## src/rtl/sid_pkg.sv

```systemverilog
// sid_pkg: shared sequencer states, resonance table and coefficient shifts for the SID SVF mixer.
`default_nettype none

package sid_pkg;

  typedef enum logic [2:0] {
    ST_IDLE = 3'd0,
    ST_HP   = 3'd1,
    ST_LP   = 3'd2,
    ST_BP   = 3'd3,
    ST_MIX  = 3'd4,
    ST_VOL  = 3'd5,
    ST_OUT  = 3'd6
  } sid_state_e;

  localparam int FC_SHIFT  = 6;
  localparam int RES_SHIFT = 10;
  localparam int CUT_SHIFT = 20;
  localparam int VOL_SHIFT = 4;

  // floor(1024 / (0.707 + res/15)): feedback gain falls as resonance rises
  localparam logic [10:0] RES_LUT [16] = '{
    11'h5A8, 11'h52B, 11'h4C2, 11'h468, 11'h41B, 11'h3D8, 11'h39D, 11'h368,
    11'h339, 11'h30F, 11'h2E9, 11'h2C6, 11'h2A7, 11'h28A, 11'h270, 11'h257
  };

endpackage

`default_nettype wire

```

## src/rtl/sid_svf_datapath.sv

```systemverilog
// sid_svf_datapath: state-variable filter registers and the single multiplier shared with volume scaling.
`default_nettype none

module sid_svf_datapath
  import sid_pkg::*;
#(
  parameter int ACCW = 32
) (
  input  logic                   clk,
  input  logic                   rst_n,
  input  logic                   step,
  input  sid_state_e             state,
  input  logic [10:0]            reg_fc,
  input  logic [3:0]             res,
  input  logic signed [ACCW-1:0] filt_in,
  input  logic signed [ACCW-1:0] acc,
  input  logic [3:0]             vol,
  output logic signed [ACCW-1:0] high,
  output logic signed [ACCW-1:0] band,
  output logic signed [ACCW-1:0] low,
  output logic signed [ACCW-1:0] prod
);

  logic [16:0]            coef_c;
  logic signed [ACCW-1:0] op_a;
  logic signed [ACCW-1:0] op_b;

  assign coef_c = {reg_fc, {FC_SHIFT{1'b0}}};

  // One product per sequencer step; the state picks which pair feeds it
  always_comb begin
    op_a = '0;
    op_b = '0;
    case (state)
      ST_HP: begin
        op_a = ACCW'(RES_LUT[res]);
        op_b = band;
      end
      ST_LP: begin
        op_a = ACCW'(coef_c);
        op_b = band;
      end
      ST_BP: begin
        op_a = ACCW'(coef_c);
        op_b = high;
      end
      ST_VOL: begin
        op_a = acc;
        op_b = ACCW'(vol);
      end
      default: ;
    endcase
  end

  assign prod = op_a * op_b;

  always_ff @(posedge clk or negedge rst_n) begin
    if (!rst_n) begin
      high <= '0;
      band <= '0;
      low  <= '0;
    end else if (step) begin
      case (state)
        ST_HP:   high <= (prod >>> RES_SHIFT) - low - filt_in;
        ST_LP:   low  <= low - (prod >>> CUT_SHIFT);
        ST_BP:   band <= band - (prod >>> CUT_SHIFT);
        default: ;
      endcase
    end
  end

endmodule

`default_nettype wire

```

## src/rtl/sid_svf_mixer.sv

```systemverilog
// sid_svf_mixer: SID-style voice mixer with shared SVF, volume and valid/ready output.
// Define SID_SVF_SAT_EN to clamp the output sample instead of wrapping it.
`default_nettype none

module sid_svf_mixer
  import sid_pkg::*;
#(
  parameter int NVOICE = 3,
  parameter int SW     = 12,
  parameter int ACCW   = 32,
  parameter int OUTW   = 16
) (
  input  logic                 clk,
  input  logic                 rst_n,
  input  logic                 clk_enable,
  input  logic [NVOICE*SW-1:0] voice_in,
  input  logic [NVOICE-1:0]    filt_sel,
  input  logic [NVOICE-1:0]    mute,
  input  logic [10:0]          reg_fc,
  input  logic [3:0]           res,
  input  logic [2:0]           mode,
  input  logic [3:0]           vol,
  output logic [OUTW-1:0]      out_data,
  output logic                 out_valid,
  input  logic                 out_ready,
  output logic                 overrun
);

  localparam int VCW = (NVOICE > 1) ? $clog2(NVOICE) : 1;

  sid_state_e             state;
  sid_state_e             state_nxt;
  logic [VCW-1:0]         vcnt;
  logic [VCW-1:0]         vcnt_nxt;
  logic signed [ACCW-1:0] acc;
  logic signed [ACCW-1:0] filt_sum;
  logic signed [ACCW-1:0] filt_in;
  logic signed [ACCW-1:0] mode_sum;
  logic signed [ACCW-1:0] filtered;
  logic signed [ACCW-1:0] mix_base;
  logic signed [ACCW-1:0] voice_add;
  logic signed [ACCW-1:0] high;
  logic signed [ACCW-1:0] band;
  logic signed [ACCW-1:0] low;
  logic signed [ACCW-1:0] prod;
  logic [OUTW-1:0]        out_next;

  sid_svf_datapath #(
    .ACCW (ACCW)
  ) u_datapath (
    .clk     (clk),
    .rst_n   (rst_n),
    .step    (clk_enable),
    .state   (state),
    .reg_fc  (reg_fc),
    .res     (res),
    .filt_in (filt_in),
    .acc     (acc),
    .vol     (vol),
    .high    (high),
    .band    (band),
    .low     (low),
    .prod    (prod)
  );

  always_comb begin
    filt_sum = '0;
    for (int k = 0; k < NVOICE; k++) begin
      if (filt_sel[k]) filt_sum = filt_sum + ACCW'(voice_in[k*SW +: SW]);
    end
    filt_in = filt_sum <<< 1;
  end

  // Only the voice addressed by the counter contributes on each MIX step
  always_comb begin
    voice_add = '0;
    for (int k = 0; k < NVOICE; k++) begin
      if (vcnt == VCW'(k) && !filt_sel[k] && !mute[k])
        voice_add = ACCW'(voice_in[k*SW +: SW]);
    end
  end

  always_comb begin
    mode_sum = '0;
    if (mode[2]) mode_sum = mode_sum + high;
    if (mode[1]) mode_sum = mode_sum + band;
    if (mode[0]) mode_sum = mode_sum + low;
    filtered = mode_sum >>> 1;
    mix_base = (vcnt == '0) ? filtered : acc;
  end

  always_ff @(posedge clk or negedge rst_n) begin
    if (!rst_n) begin
      state <= ST_IDLE;
      vcnt  <= '0;
    end else begin
      state <= state_nxt;
      vcnt  <= vcnt_nxt;
    end
  end

  always_comb begin
    state_nxt = state;
    vcnt_nxt  = vcnt;
    if (clk_enable) begin
      case (state)
        ST_IDLE: state_nxt = ST_HP;
        ST_HP:   state_nxt = ST_LP;
        ST_LP:   state_nxt = ST_BP;
        ST_BP: begin
          state_nxt = ST_MIX;
          vcnt_nxt  = '0;
        end
        ST_MIX: begin
          if (vcnt == VCW'(NVOICE - 1)) begin
            state_nxt = ST_VOL;
            vcnt_nxt  = '0;
          end else begin
            vcnt_nxt = vcnt + VCW'(1);
          end
        end
        ST_VOL:  state_nxt = ST_OUT;
        ST_OUT:  state_nxt = ST_IDLE;
        default: begin
          state_nxt = ST_IDLE;
          vcnt_nxt  = '0;
        end
      endcase
    end
  end

  always_ff @(posedge clk or negedge rst_n) begin
    if (!rst_n) begin
      acc <= '0;
    end else if (clk_enable) begin
      case (state)
        ST_MIX:  acc <= mix_base + voice_add;
        ST_VOL:  acc <= prod >>> VOL_SHIFT;
        default: ;
      endcase
    end
  end

`ifdef SID_SVF_SAT_EN
  localparam logic signed [ACCW-1:0] OUT_BIAS = ACCW'({1'b1, {(OUTW-1){1'b0}}});
  localparam logic signed [ACCW-1:0] OUT_MAX  = ACCW'({OUTW{1'b1}});
  logic signed [ACCW-1:0] result;

  always_comb begin
    result = acc + OUT_BIAS;
    if (result[ACCW-1])      out_next = '0;
    else if (result > OUT_MAX) out_next = '1;
    else                     out_next = result[OUTW-1:0];
  end
`else
  localparam logic [OUTW-1:0] OUT_BIAS = {1'b1, {(OUTW-1){1'b0}}};

  always_comb begin
    out_next = acc[OUTW-1:0] + OUT_BIAS;
  end
`endif

  // Consumer handshake runs every clock; only the load is gated by the sequencer
  always_ff @(posedge clk or negedge rst_n) begin
    if (!rst_n) begin
      out_data  <= '0;
      out_valid <= 1'b0;
      overrun   <= 1'b0;
    end else begin
      overrun <= 1'b0;
      if (clk_enable && state == ST_OUT) begin
        out_data  <= out_next;
        out_valid <= 1'b1;
        overrun   <= out_valid & ~out_ready;
      end else if (out_valid && out_ready) begin
        out_valid <= 1'b0;
      end
    end
  end

endmodule

`default_nettype wire
```

## config.mk

```make
export PLATFORM = sky130hd
export DESIGN_NAME = sid_svf_mixer
export DESIGN_NICKNAME = d
export VERILOG_FILES = /design/src/rtl/sid_pkg.sv /design/src/rtl/sid_svf_datapath.sv /design/src/rtl/sid_svf_mixer.sv
export SDC_FILE = /design/constraint.sdc
export NUM_CORES = 2
export LEC_CHECK = 0
export BUFFER_PORTS_ARGS = -buffer_cell sky130_fd_sc_hd__buf_4
export CORE_ASPECT_RATIO = 2
export CORE_MARGIN = 2
export CORE_UTILIZATION = 66
export CTS_CLUSTER_DIAMETER = 100
export CTS_CLUSTER_SIZE = 8
export DETAILED_ROUTE_END_ITERATION = 10
export GPL_TIMING_DRIVEN = 0
export PLACE_DENSITY = 0.86
export SLEW_MARGIN = 10
export SYNTH_ARGS = -nofsm -noshare
export SYNTH_HDL_FRONTEND = slang
export SYNTH_SLANG_ARGS = --single-unit
```

## constraint.sdc

```tcl
create_clock -name clk -period 12.75 [get_ports clk]
set_input_delay 2.55 -clock clk [delete_from_list [all_inputs] [get_ports clk]]
set_output_delay 2.55 -clock clk [all_outputs]
set_load 0.005 [all_outputs]
```

==> results_dict.tcl, run 1 <==
set metrics [dict create \
    status "stopped before the end" \
    haltStage "global routing (5_1_grt)" \
    error_line "[ERROR GRT-0232] Routing congestion too high. Check the congestion heatmap in the GUI." \
    fp.dieH_um 321.8 \
    synth_top_area_share 0.2578 \
    clockBufferDepth 3 \
    synth-seq-cells 151 \
    port_buffers 82 \
    cts_buffers 25 \
    die_w_um 162.9 \
    avgSynthCellArea_um2 8.123 \
    numClockSinks 151 \
    grt_usage 0.6591 \
    syn_inst 4102 \
    h-tree-depth 4 \
    endpoint_type "register input" \
    pin_count 86 \
    synthTopCellsByArea "fa_1 26%, dfrtp_1 11%, ha_1 11%" \
    yosysTopAreaCell "fa_1" \
    synthFlopType "dfrtp_1" \
    place_congestion 1.094 \
    placed_cells 4888 \
    synth_edf_count 0 \
    initial_core_util 0.6674 \
    dp_hpwl_um 112800 \
    synth.distinct_cells 90 \
    async_flop_share 1.000 \
    row_count 116 \
    synthesis.area_mm2 0.03332 \
    ys_seq_area_frac 0.1134 \
    yosys_warnings 0 \
    ctsHoldBuffers 0 \
    grt_max_degree 81 \
    cts_root_buf "clkbuf_16" \
    worst_endpoint "u_datapath.band[25]$_DFFE_PN0P_/D" \
    overflow 9 \
]
[per-layer routing]
layer / global-route usage / GRT overflow
met3: 0.3902 / 0
met5: 0.06286 / 0
met4: 0.7314 / 2
met1: 0.6223 / 0
met2: 0.9201 / 7
[per-stage QoR]
stage / setup WS, ns / instance area, um^2
3_5_place_dp: -3.738 / 35030
3_3_place_gp: -3.644 / 34970
2_1_floorplan: 0.009634 / 33540
4_1_cts: -0.1740 / 37640
[kinds of logic after synthesis]
logic type | Yosys count | share of synthesized area
flops | 151 | 0.1134
mux | 64 | 0.02122
compound gates | 806 | 0.1578
xor+xnor | 256 | 0.06981
other cells | 2 | 0.0002254
fa+ha+maj | 728 | 0.3697
simple gates | 1374 | 0.1861
buf+inv | 721 | 0.08171
[synthesized netlist by cell type (23+ instances only)]
master and number:
inv_1 536, nand2_1 506, fa_1 429, nor2_1 411, ha_1 293, a21oi_1 191
o21ai_0 184, xnor2_1 164, clkbuf_1 151, dfrtp_1 151, xor2_1 86, nand3_1 84
a21o_1 77, nor3_1 67, and2_1 63, nand2b_1 52, mux2_2 39, nor2b_1 37
or3_1 34, o21bai_1 31, a31oi_1 28, a211oi_1 27, o21a_1 26, and3_1 25
a22oi_1 24, o21ai_1 23
[timing repair]
action	4_1_cts
hold endpoints to repair	0
resized for setup	270
setup buffers	97
pin swaps	78
endpoints found under the setup margin	83
==> inputs of run 2 (changes only) <==
- CORE_ASPECT_RATIO: 2 -> unset
- CORE_UTILIZATION: 66 -> 40
- CTS_CLUSTER_DIAMETER: 100 -> unset
- CTS_CLUSTER_SIZE: 8 -> unset
- PLACE_DENSITY: 0.86 -> unset
- PLACE_DENSITY_LB_ADDON: unset -> 0.15
==> results_dict.tcl, run 2 <==
set metrics [dict create \
    regToRegSetupSlack_ns 0.01 \
    drv_slew 0 \
    tightest_slew_ns 1.296 \
    setup_violations 12 \
    period_share 1.017 \
    ys_seq_area_frac 0.1134 \
    synthFlopType "dfrtp_1" \
    synth_edf_count 0 \
    core_mm2 0.08224 \
    clock_latency_ns 0.49 \
    register_area_mm2 0.003779 \
    layout_common_cells "519 x inv_1, 499 x nand2_1, 415 x fa_1, 398 x nor2_1, 255 x ha_1" \
    overflow 0 \
    dieArea_mm2 0.08562 \
    initial_core_util 0.4051 \
    clk_pin_slew_ns 0.07 \
    setup_slack_ns -0.2128 \
    cp_slowest_stage_delay_ns 0.54 \
    hold_violations 0 \
    cts_root_buf "clkbuf_16" \
    cpMostUsedCell "fa_1" \
    crit_path_start_kind "primary input" \
    crit_fanout 6 \
    rsz0062_at_grt "true" \
    port_buffers 82 \
    ant_nets 0 \
    syn_inst 4102 \
    grt_max_degree 93 \
    avgSynthCellArea_um2 8.123 \
    violations "negative setup slack" \
    detail_route.iter0.violations 2601 \
    area_delta_synth_final_pct 17.98 \
    r2r_cells 53 \
    synthesis.area_mm2 0.03332 \
    vias_per_cell 5.657 \
    hp-class "reg2reg" \
    drv_cap 0 \
    max_slew_margin 0.1358 \
    tritoncts "done" \
    dr.pass1.iters 5 \
    grt_usage 0.3010 \
    multiInputGateArea_mm2 0.02869 \
    r2r-end "u_datapath.low[27]" \
    rr_startpoint "state[1]" \
    cts_buffers 17 \
    period_minus_slack_ns 12.96 \
    synth.distinct_cells 90 \
    vias 30980 \
    drt-total-wl_um 129600 \
    fmax_mhz 77.14 \
    n_fill_cell 8179 \
    crit_start "res[1]" \
    synth-seq-cells 151 \
    h-tree-depth 4 \
    async_flop_share 1.000 \
    pin_count 86 \
    final_core_util 0.4780 \
    cp-end-kind "flip-flop" \
    hp-start "out_data[15]" \
    yosys_warnings 0 \
    worstSetupPathType "in2reg" \
    status "finished, violations left" \
    synth_top_area_share 0.2578 \
    drc 0 \
    grt_antenna_before_repair 1 \
    first_global_vias 30270 \
    place_congestion 0.9741 \
    nets 5182 \
    synth.most_common_cell "inv_1" \
    numClockSinks 151 \
    grt_pass1_wl_um 191100 \
    dp_hpwl_um 106900 \
    cp.arrival_ns 13.36 \
    clock_skew_ns 0.01781 \
    hold_end "out_data[15]" \
    synthTopCellsByArea "fa_1 26%, dfrtp_1 11%, ha_1 11%" \
    layout_commonest_cell "inv_1" \
    row_count 105 \
    clockBufferDepth 2 \
    hold_depth 2 \
    drive_gt1_frac 0.1442 \
    yosysTopAreaCell "fa_1" \
    ctsHoldBuffers 0 \
    die_w_um 292.6 \
    cpMaxStageDelayCell "fa_1" \
    wire_per_inst_um 23.67 \
    cp.required_ns 13.15 \
    ys_top_cells_by_count "536 x inv_1, 506 x nand2_1, 429 x fa_1, 411 x nor2_1, 293 x ha_1" \
    fp.dieH_um 292.6 \
]
-- run 2: cell counts after synthesis --
Identical to the previous run, type by type.
-- run 2: worst max-delay path by stage --
| stage | end | slack [ns] | depth (start not counted) |
|---|---|---|---|
| after floorplan | u_datapath.low[30] | 0.01 | 44 |
| after global placement | u_datapath.low[30] | -4.01 | 44 |
| after detailed placement | u_datapath.high[31] | -3.03 | 50 |
| after CTS | u_datapath.high[24] | -0.02 | 49 |
| after global routing | u_datapath.low[27] | -0.58 | 55 |
| final | u_datapath.low[27] | -0.21 | 53 |
-- run 2: per-stage QoR --
step	worst slack (ns)	TNS (ns)	hold WS [ns]	cells	instance area, um^2
3_5_place_dp	-3.033	-166.51	0.4771	5310	35570
2_1_floorplan	0.009634	0	0.4631	4155	33540
4_1_cts	-0.01755	-0.03363	0.5006	5404	37790
5_1_grt	-0.5794	-12.25	0.5293	5475	39310
6_report	-0.2128	-1.306	0.5013	5476	39310
3_3_place_gp	-4.013	-201.75	0.4663	5307	35500
-- run 2: final cells by class --
type	instances	share of cell area
Multi-Input combinational cell	3283	0.7299
Clock buffer	17	0.01082
Buffer	175	0.02387
Tap cell	1070	0.03406
Inverter	539	0.05214
Sequential cell	151	0.09613
Timing Repair Buffer	225	0.04908
Antenna cell	1	0.00006366
Clock inverter	15	0.003947
-- run 2: cells by family after synthesis --
logic type      Yosys count  synth area share
compound gates          806            0.1578
simple gates           1374            0.1861
fa+ha+maj               728            0.3697
mux                      64           0.02122
flops                   151            0.1134
buf+inv                 721           0.08171
other cells               2         0.0002254
xor+xnor                256           0.06981
-- run 2: timing repair --
item | CTS | global route
gates resized for setup | 264 | 232
setup endpoints to repair | 81 | 56
gates cloned | 1 | 1
pin swaps | 60 | 91
buffers inserted | 67 | 72
-- run 2: layer usage --
layer	global-route usage	wire length (um)	vias up
met3	0.05198	10150	240
met4	0.1283	5631	2
met2	0.4781	58990	1216
met1	0.4043	54820	15360
li1	-	-	14160
met5	0	11	-
-- run 2: critical path: cells and delay by family --
family                     cells  cell delay, ns
AOI/OAI and AO/OA             17            3.31
muxes                          1            0.14
xor gates and xnor gates       2            0.37
and+or+nand+nor                9            1.23
adders and majority gates     12            4.36
buffers and inverters         12            1.38
Power of run 2 is not shown: default switching activity piles up to over one toggle a cycle in this logic, so the estimate is an artifact.
